===== config.mk =====
export PLATFORM = sky130hd
export DESIGN_NAME = twf_mul_seq_ctrl
export DESIGN_NICKNAME = d
export VERILOG_FILES = /design/src/rtl/twf_mul_seq_ctrl.sv
export SDC_FILE = /design/constraint.sdc
export NUM_CORES = 1
export LEC_CHECK = 0
export CORE_ASPECT_RATIO = 1.2
export CORE_MARGIN = 2
export CORE_UTILIZATION = 35
export CTS_CLUSTER_DIAMETER = 30
export DETAILED_ROUTE_END_ITERATION = 10
export GPL_TIMING_DRIVEN = 0
export PLACE_DENSITY = 0.75
export SETUP_SLACK_MARGIN = 0.02
export SLEW_MARGIN = 25
export SYNTH_ARGS = -nofsm -noshare
export SYNTH_HDL_FRONTEND = slang
export SYNTH_SLANG_ARGS = --single-unit

===== constraint.sdc =====
create_clock -name clk -period 1.2 [get_ports clk]
set_clock_uncertainty 0.05 [all_clocks]
set_input_delay 0.36 -clock clk [delete_from_list [all_inputs] [get_ports clk]]
set_output_delay 0.36 -clock clk [all_outputs]
set_load 0.05 [all_outputs]

===== src/rtl/twf_mul_seq_ctrl.sv =====
// Beat/frame sequencer for the 8-lane twiddle multiplier: drives en/select and frame-aligned output flags.
// Optional `TWF_CTRL_FRAME_CNT_EN builds the 16-bit completed-frame counter; otherwise frame_cnt is tied to 0.
module twf_mul_seq_ctrl #(
  parameter int BEATS_PER_FRAME = 16,
  parameter int SEL_HOLD        = 2,
  parameter int CNT_W           = $clog2(BEATS_PER_FRAME)
) (
  input  logic        clk,
  input  logic        rst_n,
  input  logic        din_valid,
  input  logic        din_frame_start,
  output logic        en,
  output logic        select,
  output logic        dout_valid,
  output logic        dout_frame_start,
  output logic        dout_frame_end,
  output logic        frame_done,
  output logic        busy,
  output logic        err_sof,
  output logic        err_orphan,
  output logic [15:0] frame_cnt
);

  typedef enum logic {S_IDLE = 1'b0, S_RUN = 1'b1} state_e;

  localparam logic [CNT_W-1:0] LAST_IDX = CNT_W'(BEATS_PER_FRAME - 1);
  localparam logic [CNT_W-1:0] HOLD     = CNT_W'(SEL_HOLD);

  state_e           state_q, state_d;
  logic [CNT_W-1:0] beat_idx_q, beat_idx_d;
  logic [CNT_W-1:0] cur_idx, sel_grp;
  logic             acc, last_beat;

  logic dv_q, dv_d;
  logic fs_q, fs_d;
  logic fe_q, fe_d;
  logic sof_q, sof_d;
  logic orph_q, orph_d;

  // A frame start always restarts indexing at 0, even mid-frame.
  assign acc       = din_valid && (din_frame_start || (state_q == S_RUN));
  assign cur_idx   = din_frame_start ? '0 : beat_idx_q;
  assign last_beat = acc && (cur_idx == LAST_IDX);
  assign sel_grp   = cur_idx / HOLD;

  // State register
  always_ff @(posedge clk or negedge rst_n) begin
    if (!rst_n) begin
      state_q    <= S_IDLE;
      beat_idx_q <= '0;
      dv_q       <= 1'b0;
      fs_q       <= 1'b0;
      fe_q       <= 1'b0;
      sof_q      <= 1'b0;
      orph_q     <= 1'b0;
    end else begin
      state_q    <= state_d;
      beat_idx_q <= beat_idx_d;
      dv_q       <= dv_d;
      fs_q       <= fs_d;
      fe_q       <= fe_d;
      sof_q      <= sof_d;
      orph_q     <= orph_d;
    end
  end

  // Next-state logic
  always_comb begin
    state_d    = state_q;
    beat_idx_d = beat_idx_q;
    if (acc) begin
      if (cur_idx == LAST_IDX) begin
        state_d    = S_IDLE;
        beat_idx_d = '0;
      end else begin
        state_d    = S_RUN;
        beat_idx_d = cur_idx + 1'b1;
      end
    end
  end

  // Output logic: en/select are live, the rest line up with the product register
  always_comb begin
    en     = rst_n && acc;
    select = rst_n && acc && sel_grp[0];
    dv_d   = acc;
    fs_d   = acc && (cur_idx == '0);
    fe_d   = last_beat;
    sof_d  = din_valid && din_frame_start && (state_q == S_RUN) && (beat_idx_q != '0);
    orph_d = din_valid && !din_frame_start && (state_q == S_IDLE);
  end

  assign dout_valid       = dv_q;
  assign dout_frame_start = fs_q;
  assign dout_frame_end   = fe_q;
  assign frame_done       = fe_q;
  assign busy             = (state_q == S_RUN);
  assign err_sof          = sof_q;
  assign err_orphan       = orph_q;

`ifdef TWF_CTRL_FRAME_CNT_EN
  logic [15:0] frame_cnt_q;

  // Counts on the same edge that raises frame_done; aborted frames never reach last_beat.
  always_ff @(posedge clk or negedge rst_n) begin
    if (!rst_n)         frame_cnt_q <= '0;
    else if (last_beat) frame_cnt_q <= frame_cnt_q + 16'd1;
  end

  assign frame_cnt = frame_cnt_q;
`else
  assign frame_cnt = '0;
`endif

endmodule

**Word level (Yosys, flattened, before mapping)**

Cells that the tools add are included.

- $mul: 0
- Mux-type cells: 3
- Reductions and logical operators: 14
- Eq/ne operators: 1
- Add/sub/neg operators: 1
- Magnitude comparators: 0
- Bitwise operators: 1
- Div/mod/pow operators: 0
- Shift operators: 0

Operator list:

| operator | number |
|---|---|
| 1-bit logical AND | 10 |
| 4-bit 2-to-1 mux | 2 |
| 4-bit by 1-bit adder with 4-bit output, second input constant | 1 |
| 4-bit equality test, second input constant | 1 |
| 4-bit zero test | 1 |
| 4-bit nonzero test | 1 |
| 1-bit zero test | 1 |
| 1-bit logical OR | 1 |
| 1-bit 2-to-1 mux | 1 |
| 1-bit NOT | 1 |

- Bits in registers: 10
- Output and inout port bits: 25
- Bits in writable memories: 0
- Input bits: 4
- Word-level logic and storage cells: 27
- Memories kept: 0
- Latch bits: 0
- Memory bits (read-only): 0

**Logic depth before layout (Yosys ltp)**

Gate-level depths: netlist of the first run.

- Depth after elaboration: 4
- Depth in mapped cells: 5
- Mapped depth without buffers: 4

**Least setup slack after synthesis of the first run**

Ideal clock, no wire load.

- Path kind: register -> output
- Start point: reg state_q (netlist: busy)
- End point: out select
- Path buffers: 0
- Slack: -1.194 ns
- Required time: 0.790 ns
- Data arrival time: 1.984 ns
- Cell stages (with the launch flop): 3
- Cell sequence: dfrtp_1 o21ai_4 nor3_1

- Longest elaborated chain between the ends: 4

Ends and longest elaborated chain:

| item | line | text |
|---|---|---|
| start, declared | 29 | `state_e state_q, state_d;` |
| start signal, assigned | 57 | `state_q <= state_d;` |
| 1-bit logical OR | 41 | `assign acc = din_valid && (din_frame_start \|\| (state_q == S_RUN));` |
| 1-bit logical AND | 41 |  |
| 1-bit logical AND (2 in series) | 85 | `select = rst_n && acc && sel_grp[0];` |
| end, declared | 13 | `output logic select,` |

Every way passes these cells.

**Worst setup path in the final report of the first run**

Ends and elaborated chain as after synthesis.

==> results.json, run 1 <==
{
  "io-pin-count": 29,
  "maxSlewViolCount": 0,
  "async_reset_ff_share_pct": 100,
  "cts_tree": "done",
  "yosys_warnings": 0,
  "reg2reg_to": "busy",
  "rsz0062_at_grt": "true",
  "fin_ws_ps": -349,
  "power_density_nw_per_um2": 1220,
  "crit_path_end": "select",
  "grt_pass1_wl_microns": 1990,
  "max_cap_violations": 0,
  "clock_latency_ps": 270,
  "n_antenna_cell": 0,
  "violations": "setup timing",
  "netlist_instances": 61,
  "drt_iter0_drc": 13,
  "fin_crit_sh_pct": 129,
  "netlist_area_sq_um": 591,
  "nets": 103,
  "max_freq_ghz": 0.645,
  "drive_above_1_share_pct": 47.4,
  "drc": 0,
  "viasPerCell": 4.21,
  "ant_nets": 0,
  "wl_per_cell_microns": 9.63,
  "p_leak_nw": 0.483,
  "die_area_sq_um": 2030,
  "numPortBuffers": 11,
  "syn_to_final_growth_pct": 54.9,
  "firstDrtPassIters": 3,
  "fp.dieH_microns": 49,
  "required_ps": 790,
  "grt_util_all_layers_pct": 12.8,
  "cts-root-buf": "clkbuf_4",
  "start_util_pct": 36.9,
  "startpoint_type": "flop",
  "r2r_setup_slack_ps": -140,
  "synth-main-ff-cell": "dfrtp_1",
  "numClockSinks": 10,
  "ys_ff_latch": 10,
  "rows": 16,
  "dp_hpwl_microns": 771,
  "synth_top_area_cell": "dfrtp_1",
  "drt_wl_total_microns": 1110,
  "setup_viol": 13,
  "outcome": "finished with violations",
  "clk_pin_slew_ps": 70,
  "grt_pass1_vias": 488,
  "cts_max_level": 1,
  "peakVddDrop_mv": 0.471,
  "critPathArrivalTime_ps": 1140,
  "path_max_fanout": 4,
  "cts_buffers": 3,
  "fp.coreArea_sq_um": 1600,
  "yosys.cell_types.count": 22,
  "grt.overflow.total": 0,
  "grt_max_degree": 11,
  "gp_congestion": 0.803,
  "antenna_found_initial": 0,
  "yosysMostFrequentCell": "buf_4",
  "clock_path_buffers": 2,
  "die_width_microns": 41.5,
  "worst_r2r_path_depth": 4,
  "synth_top_area_share_pct": 42.4,
  "finalHoldViolations": 0,
  "ys_top_cells_by_count": "buf_4 (17), dfrtp_1 (10), nand2_1 (5), nor2_1 (5)",
  "utilization_pct": 57.1,
  "crit_type": "reg2out",
  "hold_path_class": "in2reg",
  "cp-startpoint": "busy",
  "power_mw": 1.11,
  "layout_min_cycle_time_ps": 1550,
  "avgSynthCellArea_sq_um": 9.68,
  "fillers": 153,
  "yosysSeqAreaShare_pct": 42.4,
  "rr_startpoint": "busy",
  "ys_top_cells_by_area": "dfrtp_1 (42%), buf_4 (22%), nand2_1 (3.2%)",
  "vias": 484,
  "synth_edf_count": 0,
  "setup.worst_path.end_class": "output pin"
}
critical path, cell delays in order, from the launching register on:
cell and delay (ps):
dfrtp_2 430, o21ai_4 230, nor3_4 50, buf_6 150
cell families after synthesis:
logic type	Yosys count	synth area share (%)
buf+inv	20	25.2
fa+ha+maj	1	2.12
other cells	1	0.635
compound gates	9	11.2
simple gates	19	15.9
flops	10	42.4
mux	1	2.54
registers in the layout, summed over array words and instances (netlist names):
signal and flops:
busy 1, dout_frame_start 1, dout_valid 1, dout_frame_end 1, err_sof 1, beat_idx_q 4, err_orphan 1
through the flow:
step / setup WS (ps) / setup TNS, ps / cells / hold slack (ps) / instance area (sq um)
global placement: -1580 / -7540 / 105 / 464 / 808
CTS: -371 / -1550 / 114 / 250 / 898
floorplan: -349 / -860 / 76 / 14.4 / 676
global route: -381 / -1920 / 115 / 258 / 915
finish: -349 / -1520 / 115 / 239 / 915
detailed placement: -1590 / -7770 / 105 / 475 / 808
power breakdown:
| part | internal [mW] | switching (mW) |
|---|---|---|
| Combinational | 0.131 | 0.244 |
| Clock | 0.185 | 0.130 |
| Sequential | 0.379 | 0.0473 |
| Total | 0.694 | 0.421 |
cell usage in the layout (no fill, tap or decap), drive strengths merged, types with 2 or more instances in the layout:
cell type	count
a21oi	2
buf	33
clkbuf	4
conb	16
dfrtp	10
inv	2
nand2	5
nand2b	2
nand3	3
nor2	5
o21ai	4
how the worst min path moves through the flow:
stage / cells after the start / slack (ps) / to / from
final: 2 / 240 / err_orphan / din_frame_start
after detailed placement: 1 / 470 / beat_idx_q[3] / beat_idx_q[3]
after global routing: 2 / 260 / err_orphan / din_frame_start
after floorplan: 0 / 10 / beat_idx_q[0] / rst_n
after global placement: 1 / 460 / beat_idx_q[3] / beat_idx_q[3]
after CTS: 2 / 250 / err_orphan / din_frame_start
area by class of cell:
class                           instances  area [sq um]  area share (%)
Tap cell                               18          22.5            2.46
Inverter                                2          10.0            1.09
Sequential cell                        10           254            27.8
Clock buffer                            4          36.3            3.97
Buffer                                 17           131            14.4
Timing Repair Buffer                   18           186            20.4
Multi-Input combinational cell         46           274            30.0
routing by layer:
metal  global-route usage (%)  part of all wire (%)  wire [microns]
met1                     13.6                    38             425
met3                     4.07                   8.3              92
met4                     8.06                   3.1              34
met2                     21.6                    50             555
met5                        0                     0               0
repair_timing:
action                     CTS  global route
setup endpoints to repair   13            16
hold buffers                 1             0
hold endpoints to repair    10             0
buffers inserted             5             1
pin swaps                    1             1
resized for setup           72             3
Power figures use the tool's default switching activity.
==> inputs of run 2 (changes only) <==
==> constraint.sdc (replaced) <==
create_clock -name clk -period 1.2 [get_ports clk]
set_clock_uncertainty 0.05 [all_clocks]
set_input_delay 0.36 -clock clk [delete_from_list [all_inputs] [get_ports clk]]
set_output_delay 0.36 -clock clk [all_outputs]
set_load 0.1 [all_outputs]
==> run 2 against run 1 <==
The flow still finishes with violations (setup timing). Combinational power up 55%. Sequential cell count unchanged. Critical path depth unchanged. Cell count up 1.7%. Worst hold slack better by 1.6 ps. Register-to-register slack worse by 200 ps. Power up 17%. Non-clock buffer count up 2. Sequential share of layout area down 1.4 points. Largest cell class unchanged. Highest routed layer unchanged.
==> results.json, run 2 (synthesis gave the netlist of run 1 again) <==
{
  "outcome": "finished with violations",
  "fp.dieH_microns": 49,
  "fin_crit_sh_pct": 134,
  "drt_wl_total_microns": 1120,
  "antenna_found_initial": 0,
  "mostFrequentLayoutCells": "buf_4 (20), conb_1 (16), buf_12 (7)",
  "start_util_pct": 36.9,
  "placed_area_sq_um": 823,
  "seq_power_share_pct": 32.3,
  "firstDrtPassIters": 4,
  "regMostFlops": "beat_idx_q",
  "cts_max_level": 1,
  "power_mw": 1.31,
  "p_int_uw": 724,
  "required_ps": 790,
  "multi_input_comb_area_sq_um": 267,
  "setup_viol": 17,
  "critPathArrivalTime_ps": 1200,
  "die_area_sq_um": 2030,
  "grt_pass1_wl_microns": 1900,
  "maxSlewViolCount": 0,
  "power_switching_share_pct": 44.6,
  "regArea_sq_um": 263,
  "clock_latency_ps": 270,
  "viasPerCell": 4.44,
  "utilization_pct": 62.1,
  "wl_per_cell_microns": 9.59,
  "p_comb_share_pct": 44.2,
  "p_leak_nw": 0.504,
  "dp.cells": 105,
  "largest_reg_flops": 4,
  "grt_max_degree": 11,
  "crit_chain": "o21ai_4 > nor3_4 > buf_12",
  "vias": 520,
  "tns_ps": -3070,
  "grt_pass1_vias": 473,
  "fillers": 147,
  "cts_buffers": 3,
  "rsz0062_at_grt": "true",
  "die_width_microns": 41.5,
  "violations": "setup timing",
  "setup.worst_path.end_class": "output pin",
  "power_density_nw_per_um2": 1310,
  "rows": 16,
  "max_freq_ghz": 0.622,
  "syn_to_final_growth_pct": 68.4,
  "hold_path_class": "in2reg",
  "grt_util_all_layers_pct": 12.2,
  "numPortBuffers": 11,
  "drive_above_1_share_pct": 50.5,
  "peakVddDrop_mv": 0.733,
  "numClockSinks": 10,
  "path_max_fanout": 3,
  "clk_pin_slew_ps": 70,
  "io-pin-count": 29,
  "final_cells": 117,
  "startpoint_type": "flop",
  "n_antenna_cell": 0,
  "grt.overflow.total": 0,
  "max_cap_violations": 0,
  "fin_ws_ps": -408,
  "final_common_cell": "buf_4",
  "ant_nets": 0,
  "finalHoldViolations": 0,
  "stdcell_area_sq_um": 995,
  "cts-root-buf": "clkbuf_4",
  "layout_min_cycle_time_ps": 1610,
  "gp_congestion": 0.749,
  "cp_slowest_stage_delay_ps": 490,
  "fp.coreArea_sq_um": 1600,
  "dp_hpwl_microns": 752,
  "p_sw_uw": 583,
  "crit_type": "reg2out",
  "drt_iter0_drc": 15,
  "drc": 0,
  "nets": 105,
  "p_clk_share_pct": 23.5,
  "holdWs_ps": 240,
  "dp_slack_ps": -1940,
  "slowest_stage": "dfrtp_4",
  "cts_tree": "done",
  "clock_path_buffers": 2
}
==> run 2: changes by cell type in the layout (fill, tap and decap cells not counted), moves of 2 or more <==
cell	delta
dfrtp_1	-3
buf_12	+7
buf_6	-4
dfrtp_4	+2
==> run 2: path summary, 6_finish.rpt <==
| kind | from | end | slack, ps | cells past startpoint |
|---|---|---|---|---|
| max reg2reg | busy | busy | -340 | 6 |
| max | busy | select | -410 | 3 |
| min reg2reg | beat_idx_q[3] | beat_idx_q[3] | 500 | 1 |
| min | din_frame_start | err_orphan | 240 | 2 |
| min in group asynchronous | rst_n | beat_idx_q[0] | 530 | 2 |
| max in group asynchronous | rst_n | dout_frame_end | 220 | 2 |
==> run 2: area by class of cell <==
type,instances,area share (%)
Multi-Input combinational cell,46,26.8
Timing Repair Buffer,20,26.7
Sequential cell,10,26.4
Buffer,17,13.2
Clock buffer,4,3.65
Tap cell,18,2.26
Inverter,2,1.01
==> run 2: power by group through the flow <==
stage | Clock (mW) | Combinational (mW) | Sequential (mW)
2_1_floorplan | 0 | 0.382 | 0.498
3_5_place_dp | 0 | 0.518 | 0.429
6_report | 0.308 | 0.578 | 0.422
3_3_place_gp | 0 | 0.515 | 0.425
4_1_cts | 0.311 | 0.560 | 0.419
5_1_grt | 0.335 | 0.604 | 0.429
==> run 2: worst max-delay path, delay by kind of cell, from the launching register on <==
family / cells / cell delay, ps
flip-flops: 1 / 490
AO/OA/AOI/OAI: 1 / 210
buffers and inverters: 1 / 160
AND/OR/NAND/NOR: 1 / 60
==> run 2: what timing repair did <==
item / CTS / global route
endpoints found under the hold margin: 10 / 0
buffers inserted: 6 / 3
pin swaps: 1 / 1
hold buffers: 1 / 0
setup endpoints to repair: 14 / 17
gates resized for setup: 81 / 7
==> run 2: routing by layer <==
metal  share of wire, %  up-vias  GRT usage, %
li1                   -      245             -
met1                 39      240          13.8
met2                 49       33          20.1
met3                 10        2          4.07
met4                2.0        0          6.45
met5                  0        -             0
